==> src/rtl/fifo_rd_packer.sv <==
// Read-side FIFO consumer: pops bytes, packs them little-endian into LANES-wide words on a valid/ready port.
// Optional idle auto-flush is built when PACKER_TIMEOUT_EN is defined.
module fifo_rd_packer #(
   parameter int unsigned DSIZE   = 8,
   parameter int unsigned LANES   = 4,
   parameter int unsigned TIMEOUT = 16
) (
   input  logic                       rclk,
   input  logic                       rrst,
   input  logic [DSIZE-1:0]           rdata,
   input  logic                       rempty,
   output logic                       rinc,
   input  logic                       flush,
   output logic [DSIZE*LANES-1:0]     out_data,
   output logic [$clog2(LANES):0]     out_bytes,
   output logic                       out_valid,
   input  logic                       out_ready
);

   localparam int unsigned CW = $clog2(LANES);
   localparam int unsigned BW = CW + 1;
   localparam int unsigned WW = DSIZE * LANES;

   typedef enum logic {
      FILL = 1'b0,
      HOLD = 1'b1
   } state_t;

   state_t          state_q, state_d;
   logic [CW-1:0]   cnt_q, cnt_d;
   logic [WW-1:0]   acc_q, acc_d;
   logic [WW-1:0]   out_data_q, out_data_d;
   logic [BW-1:0]   out_bytes_q, out_bytes_d;
   logic            out_valid_q, out_valid_d;

   logic            pop;
   logic            tmo_flush;
   logic            flush_eff;

   // Pop strobe is combinational so a byte can be consumed every FILL cycle.
   assign pop       = (state_q == FILL) && !rempty;
   assign rinc      = pop && !rrst;
   assign flush_eff = flush || tmo_flush;

`ifdef PACKER_TIMEOUT_EN
   logic [15:0] idle_q, idle_d;

   assign tmo_flush = (idle_q == 16'(TIMEOUT));

   always_comb begin
      idle_d = idle_q;
      if (state_q == FILL) begin
         if (pop || (state_d == HOLD)) begin
            idle_d = 16'd0;
         end else if (cnt_q != CW'(0)) begin
            idle_d = idle_q + 16'd1;
         end
      end
   end

   always_ff @(posedge rclk or posedge rrst) begin
      if (rrst) begin
         idle_q <= 16'd0;
      end else begin
         idle_q <= idle_d;
      end
   end
`else
   // No idle counter; the term only references TIMEOUT and is always 0.
   assign tmo_flush = 1'b0 && (TIMEOUT != 0);
`endif

   always_comb begin
      state_d     = state_q;
      cnt_d       = cnt_q;
      acc_d       = acc_q;
      out_data_d  = out_data_q;
      out_bytes_d = out_bytes_q;
      out_valid_d = out_valid_q;

      case (state_q)
         FILL: begin
            if (pop) begin
               acc_d[cnt_q*DSIZE +: DSIZE] = rdata;
               cnt_d                       = cnt_q + CW'(1);
            end
            if (pop && (cnt_q == CW'(LANES - 1))) begin
               state_d     = HOLD;
               out_data_d  = acc_d;
               out_bytes_d = BW'(LANES);
               out_valid_d = 1'b1;
            end else if (flush_eff && ((cnt_q != CW'(0)) || pop)) begin
               // A byte popped alongside flush is part of the emitted word.
               state_d     = HOLD;
               out_data_d  = acc_d;
               out_bytes_d = BW'(cnt_q) + BW'(pop);
               out_valid_d = 1'b1;
            end
         end
         HOLD: begin
            if (out_ready) begin
               state_d     = FILL;
               cnt_d       = CW'(0);
               acc_d       = WW'(0);
               out_valid_d = 1'b0;
            end
         end
         default: begin
            state_d = FILL;
         end
      endcase
   end

   always_ff @(posedge rclk or posedge rrst) begin
      if (rrst) begin
         state_q     <= FILL;
         cnt_q       <= CW'(0);
         acc_q       <= WW'(0);
         out_data_q  <= WW'(0);
         out_bytes_q <= BW'(0);
         out_valid_q <= 1'b0;
      end else begin
         state_q     <= state_d;
         cnt_q       <= cnt_d;
         acc_q       <= acc_d;
         out_data_q  <= out_data_d;
         out_bytes_q <= out_bytes_d;
         out_valid_q <= out_valid_d;
      end
   end

   assign out_data  = out_data_q;
   assign out_bytes = out_bytes_q;
   assign out_valid = out_valid_q;

endmodule

==> config.mk <==
export PLATFORM = sky130hd
export DESIGN_NAME = fifo_rd_packer
export DESIGN_NICKNAME = d
export VERILOG_FILES = /design/src/rtl/fifo_rd_packer.sv
export SDC_FILE = /design/constraint.sdc
export NUM_CORES = 1
export LEC_CHECK = 0
export BUFFER_PORTS_ARGS = -buffer_cell sky130_fd_sc_hd__buf_2
export CAP_MARGIN = 20
export CELL_PAD_IN_SITES_DETAIL_PLACEMENT = 1
export CELL_PAD_IN_SITES_GLOBAL_PLACEMENT = 1
export CORE_UTILIZATION = 49
export CTS_CLUSTER_DIAMETER = 40
export DETAILED_ROUTE_END_ITERATION = 12
export GPL_TIMING_DRIVEN = 0
export MAX_ROUTING_LAYER = met4
export PLACE_DENSITY = 0.83
export SLEW_MARGIN = 10
export SYNTH_ARGS = -nofsm -noshare
export SYNTH_HDL_FRONTEND = slang
export SYNTH_SLANG_ARGS = --single-unit
==> constraint.sdc <==
create_clock -name rclk -period 8 [get_ports rclk]
set_clock_uncertainty 0.15 [all_clocks]
set_input_delay 2 -clock rclk [delete_from_list [all_inputs] [get_ports rclk]]
set_output_delay 2 -clock rclk [all_outputs]
set_load 0.1 [all_outputs]
# Yosys cells after proc, flatten, opt, wreduce, memory -nomap -nowiden
# Cells that the tools add are included.
# totals
in_bits	13
regBits	71
word_cells	47
output_inout_bits	37
# op_classes
eq_ne	4
mux	19
bitwise_logic	1
n_addsub	3
reduce_logical	12
n_shift	2
# ops
op	count
2-to-1 mux 32 bit	4
one-hot mux 32 bit (2 select lines)	1
negation 5 -> 34 bit	1
variable shift 8 x 34 -> 32 bit (first input constant)	1
variable part select 8 x 34 -> 32 bit	1
bitwise mux 32 bit	1
2-to-1 mux 1 bit	6
2-to-1 mux 3 bit	2
AND reduction 2 bit	3
logical AND 1 bit	4
2-to-1 mux 2 bit	2
!= test 2 bit (second input constant)	2
one-hot mux 1 bit (2 select lines)	2
one-hot mux 2 bit (2 select lines)	1
nonzero test 2 bit	2
adder 2 x 1 -> 3 bit	1
!= test 3 x 1 -> 1 bit (second input constant)	1
adder 2 x 1 -> 2 bit (second input constant)	1
== test 2 bit (second input constant)	1
zero test 1 bit	2
logical OR 1 bit	1
inverter 1 bit	1

# Longest topological paths before layout
# logic_depth
word_depth	7
mapped_depth	8
mapped_depth_nobuf	6

# Worst setup path after synthesis
# Ideal clock, no wire load.
# synth_path
kind	input -> output
startpoint	input rempty
endpoint	output rinc
required_time_ns	5.850
cell_stages	2
arrival_ns	3.593
path_buffers	0
path_slack_ns	2.257
path_cell_list	or2_2 nor2_1
# synth_via
elab_chain_cells	3
# synth_rtl
element	line	source
from (decl)	11	input logic rempty,
zero test 1 bit	41	assign pop = (state_q == FILL) && !rempty;
logical AND 1 bit	41	
logical AND 1 bit	42	assign rinc = pop && !rrst;
to (decl)	12	output logic rinc,
# Every way passes these cells.

# Worst setup path after layout
# Ends and elaborated chain as after synthesis.

==> summary.md <==
| Metric | Value |
|---|---|
| Status | `finished clean` |
| Crit path DAT | `3050 ps` |
| Register area | `1780 µm²` |
| Fin util | `60.5%` |
| Clk buf depth | `2` |
| H-tree Lvls | `3` |
| Worst relative slew slack | `56.5%` |
| Final Hold Fails | `0` |
| Bufs and invs on worst path | `2` |
| Antenna diode count | `0` |
| Average cell area after synthesis | `12.0 µm²` |
| Min-delay worst type | `register to register` |
| CP dominant cell by count | `buf_2` |
| Die width | `86.9 µm` |
| Mapped Nets | `315` |
| Post-route ant nets | `0` |
| Max-Cap Viols | `0` |
| Ranking of synthesized cells by area | `dfrtp_1 (50%), mux2_2 (9.6%), a32o_1 (5.7%)` |
| Post-synth top area cell | `dfrtp_1` |
| Mapped Area | `3530 µm²` |
| Total Power | `1680 µW` |
| Post-synthesis sequential area ratio | `50.3%` |
| Area added between synthesis and finish | `17.8%` |
| Post-synth EDFFs | `0` |
| CTS sink count | `71` |
| Post-synthesis register bit count | `71` |
| Initial core utilization | `51.4%` |
| Crit. End Element | `output pin` |
| Die area | `7550 µm²` |
| Row cnt | `30` |
| CP startpoint | `rempty` |
| CTS Hold Bufs | `0` |
| Num ports | `50` |
| Synth cell types | `40` |
| Synth warnings | `0` |
| GR Overflow Total | `0` |
| Fmax achieved | `192 MHz` |
| TritonCTS clock tree | `yes` |
| Yosys top cell area share | `50.3%` |
| Lkg Pwr | `0.00206 µW` |
| Area occupied by multi-input gates | `1540 µm²` |
| Fillcell total | `740` |
| Final Slew Violations | `0` |
| Largest net degree at the start of global routing | `39` |
| Routability cong. | `0.797` |
| Layout cell share with drive strength beyond 1 | `34.4%` |
| Initial antenna violation count | `0` |
| Final setup TNS | `0 ps` |
| Global-route wire length before repair | `15000 µm` |
| Max IR drop VDD | `0.289 mV` |
| Unrepaired setup endpoints after global routing | `false` |
| Gr usage total | `27.6%` |
| CTS Buf Count | `9` |
| Min Hold Slack | `337 ps` |
| Worst-path clk slew | `80 ps` |
| Req. time, crit path | `5850 ps` |
| Top delay family on crit path | `buffers and inverters` |
| Max incr delay on CP | `420 ps` |
| Worst-margin pin slew | `649 ps` |
| Avg WL per Cell | `20.0 µm` |
| Latest clock arrival within the worst-skew pair | `350 ps` |
| Vias in the first global route | `2816` |
| Die height | `86.9 µm` |
| Post-synth ARST share | `100%` |
| Final nets | `375` |
| Core ar. | `6870 µm²` |
| Post-DP HPWL | `6110 µm` |
| Gate Count Post-Synth | `295` |
| Vias per cell | `5.83` |
| Routed WL | `9110 µm` |
| Fin crit period | `5200 ps` |
| Synth Flop Type | `dfrtp_1` |
| CTS Root Cell | `clkbuf_8` |
| Setup-failing EPs final | `0` |
| # Post-CTS Setup Buffers | `0` |
| Crit Path Category | `input pin to output pin` |
| Final Non-Filler Cells | `456` |
| Crit-path slowest cell | `buf_2` |
| RR Startpoint | `cnt_q[0]` |
| Drt pass-1 iters | `4` |
| Worst path cell trace | `buf_2 > or2_2 > nor2_1 > buf_2` |
| Remaining DRCs | `0` |
| Port Buffers | `48` |
| CP max FO | `9` |
| Dpl cells | `440` |
| HP Start | `out_data[22]` |
| Period utilization | `65.0%` |
| Startpoint types | `input pin` |
| PD cells | `405 nW/µm²` |
| Post-CTS resize count | `0` |
| DR iter-0 viols | `137` |
| Via count | `2657` |
[layer usage]
layer | part of all wire, % | global-route usage [%]
met5 | 0 | -
met4 | 1.4 | 8.03
met3 | 3.9 | 6.54
met2 | 50 | 44.0
met1 | 45 | 35.1
[stage by stage]
stage | cell area (µm²) | worst slack [ps]
floorplan | 3530 | 2260
global placement | 3890 | 2820
detailed placement | 3910 | 2800
CTS | 4160 | 2790
global route | 4160 | 2770
finish | 4160 | 2800
[final cells by class]
cell class              count  area share, %
flip-flops and latches     71           42.7
multi-input cells         185           37.0
repair buffers             49           6.26
plain buffers              24           3.76
clock buffers              10           3.31
well taps                  96           2.89
clock inverters             6           2.59
inverters                  15           1.41
[cells in the mapped netlist, drive strengths merged (4+ instances only)]
master,instances
buf,18
inv,15
o21a,6
nor2,6
mux2i,4
ha,7
nand3,14
a22o,17
clkbuf,6
mux2,32
o2bb2ai,6
and2,12
o32ai,7
dfrtp,71
o21ai,6
nand2b,4
nand2,18
a32o,20
nand4b,4
[flip-flops by register name, summed over array words and instances, names as in the netlist]
signal	count
out_bytes	3
acc_q	32
out_valid	1
cnt_q	2
state_q	1
out_data	32
[power breakdown]
group	total, µW	internal, µW	switching, µW
Sequential	471	434	36.4
Combinational	858	236	621
Clock	355	214	140
[cell families after synthesis]
| family | Yosys count | share of synthesized area [%] |
|---|---|---|
| compound gates | 67 | 16.7 |
| buf+inv | 39 | 6.03 |
| simple gates | 75 | 13.0 |
| fa+ha+maj | 7 | 2.48 |
| flops | 71 | 50.3 |
| mux | 36 | 11.4 |
[placed cells by master, fill, tap and decap left out, drive strengths merged]
cell type / count
o21a: 6
or2: 3
mux2: 32
nor4bb: 1
nor3b: 3
a32o: 20
a31oi: 1
a21o: 2
o32ai: 7
and3: 1
inv: 15
nand2: 18
buf: 67
o2bb2ai: 6
clkbuf: 16
o21ai: 6
nor2: 6
nor2b: 2
clkinv: 2
bufinv: 3
or3b: 3
or4b: 1
or3: 1
ha: 7
nand4b: 4
nand2b: 4
o22ai: 1
nor4b: 2
and2: 12
a21oi: 1
nand3: 14
dfrtp: 71
a22o: 17
clkinvlp: 1
mux2i: 4
[path summary, 6_finish.rpt]
kind / end / slack (ps) / depth (start not counted)
worst max-delay path: rinc / 2800 / 4
min in group asynchronous: acc_q[21] / 1510 / 2
worst max register to register: out_data[4] / 5330 / 8
worst min register to register: out_data[22] / 340 / 1
worst min-delay path: out_data[22] / 340 / 1
max in group asynchronous: acc_q[12] / 5630 / 3
Power figures use the tool's default switching activity.
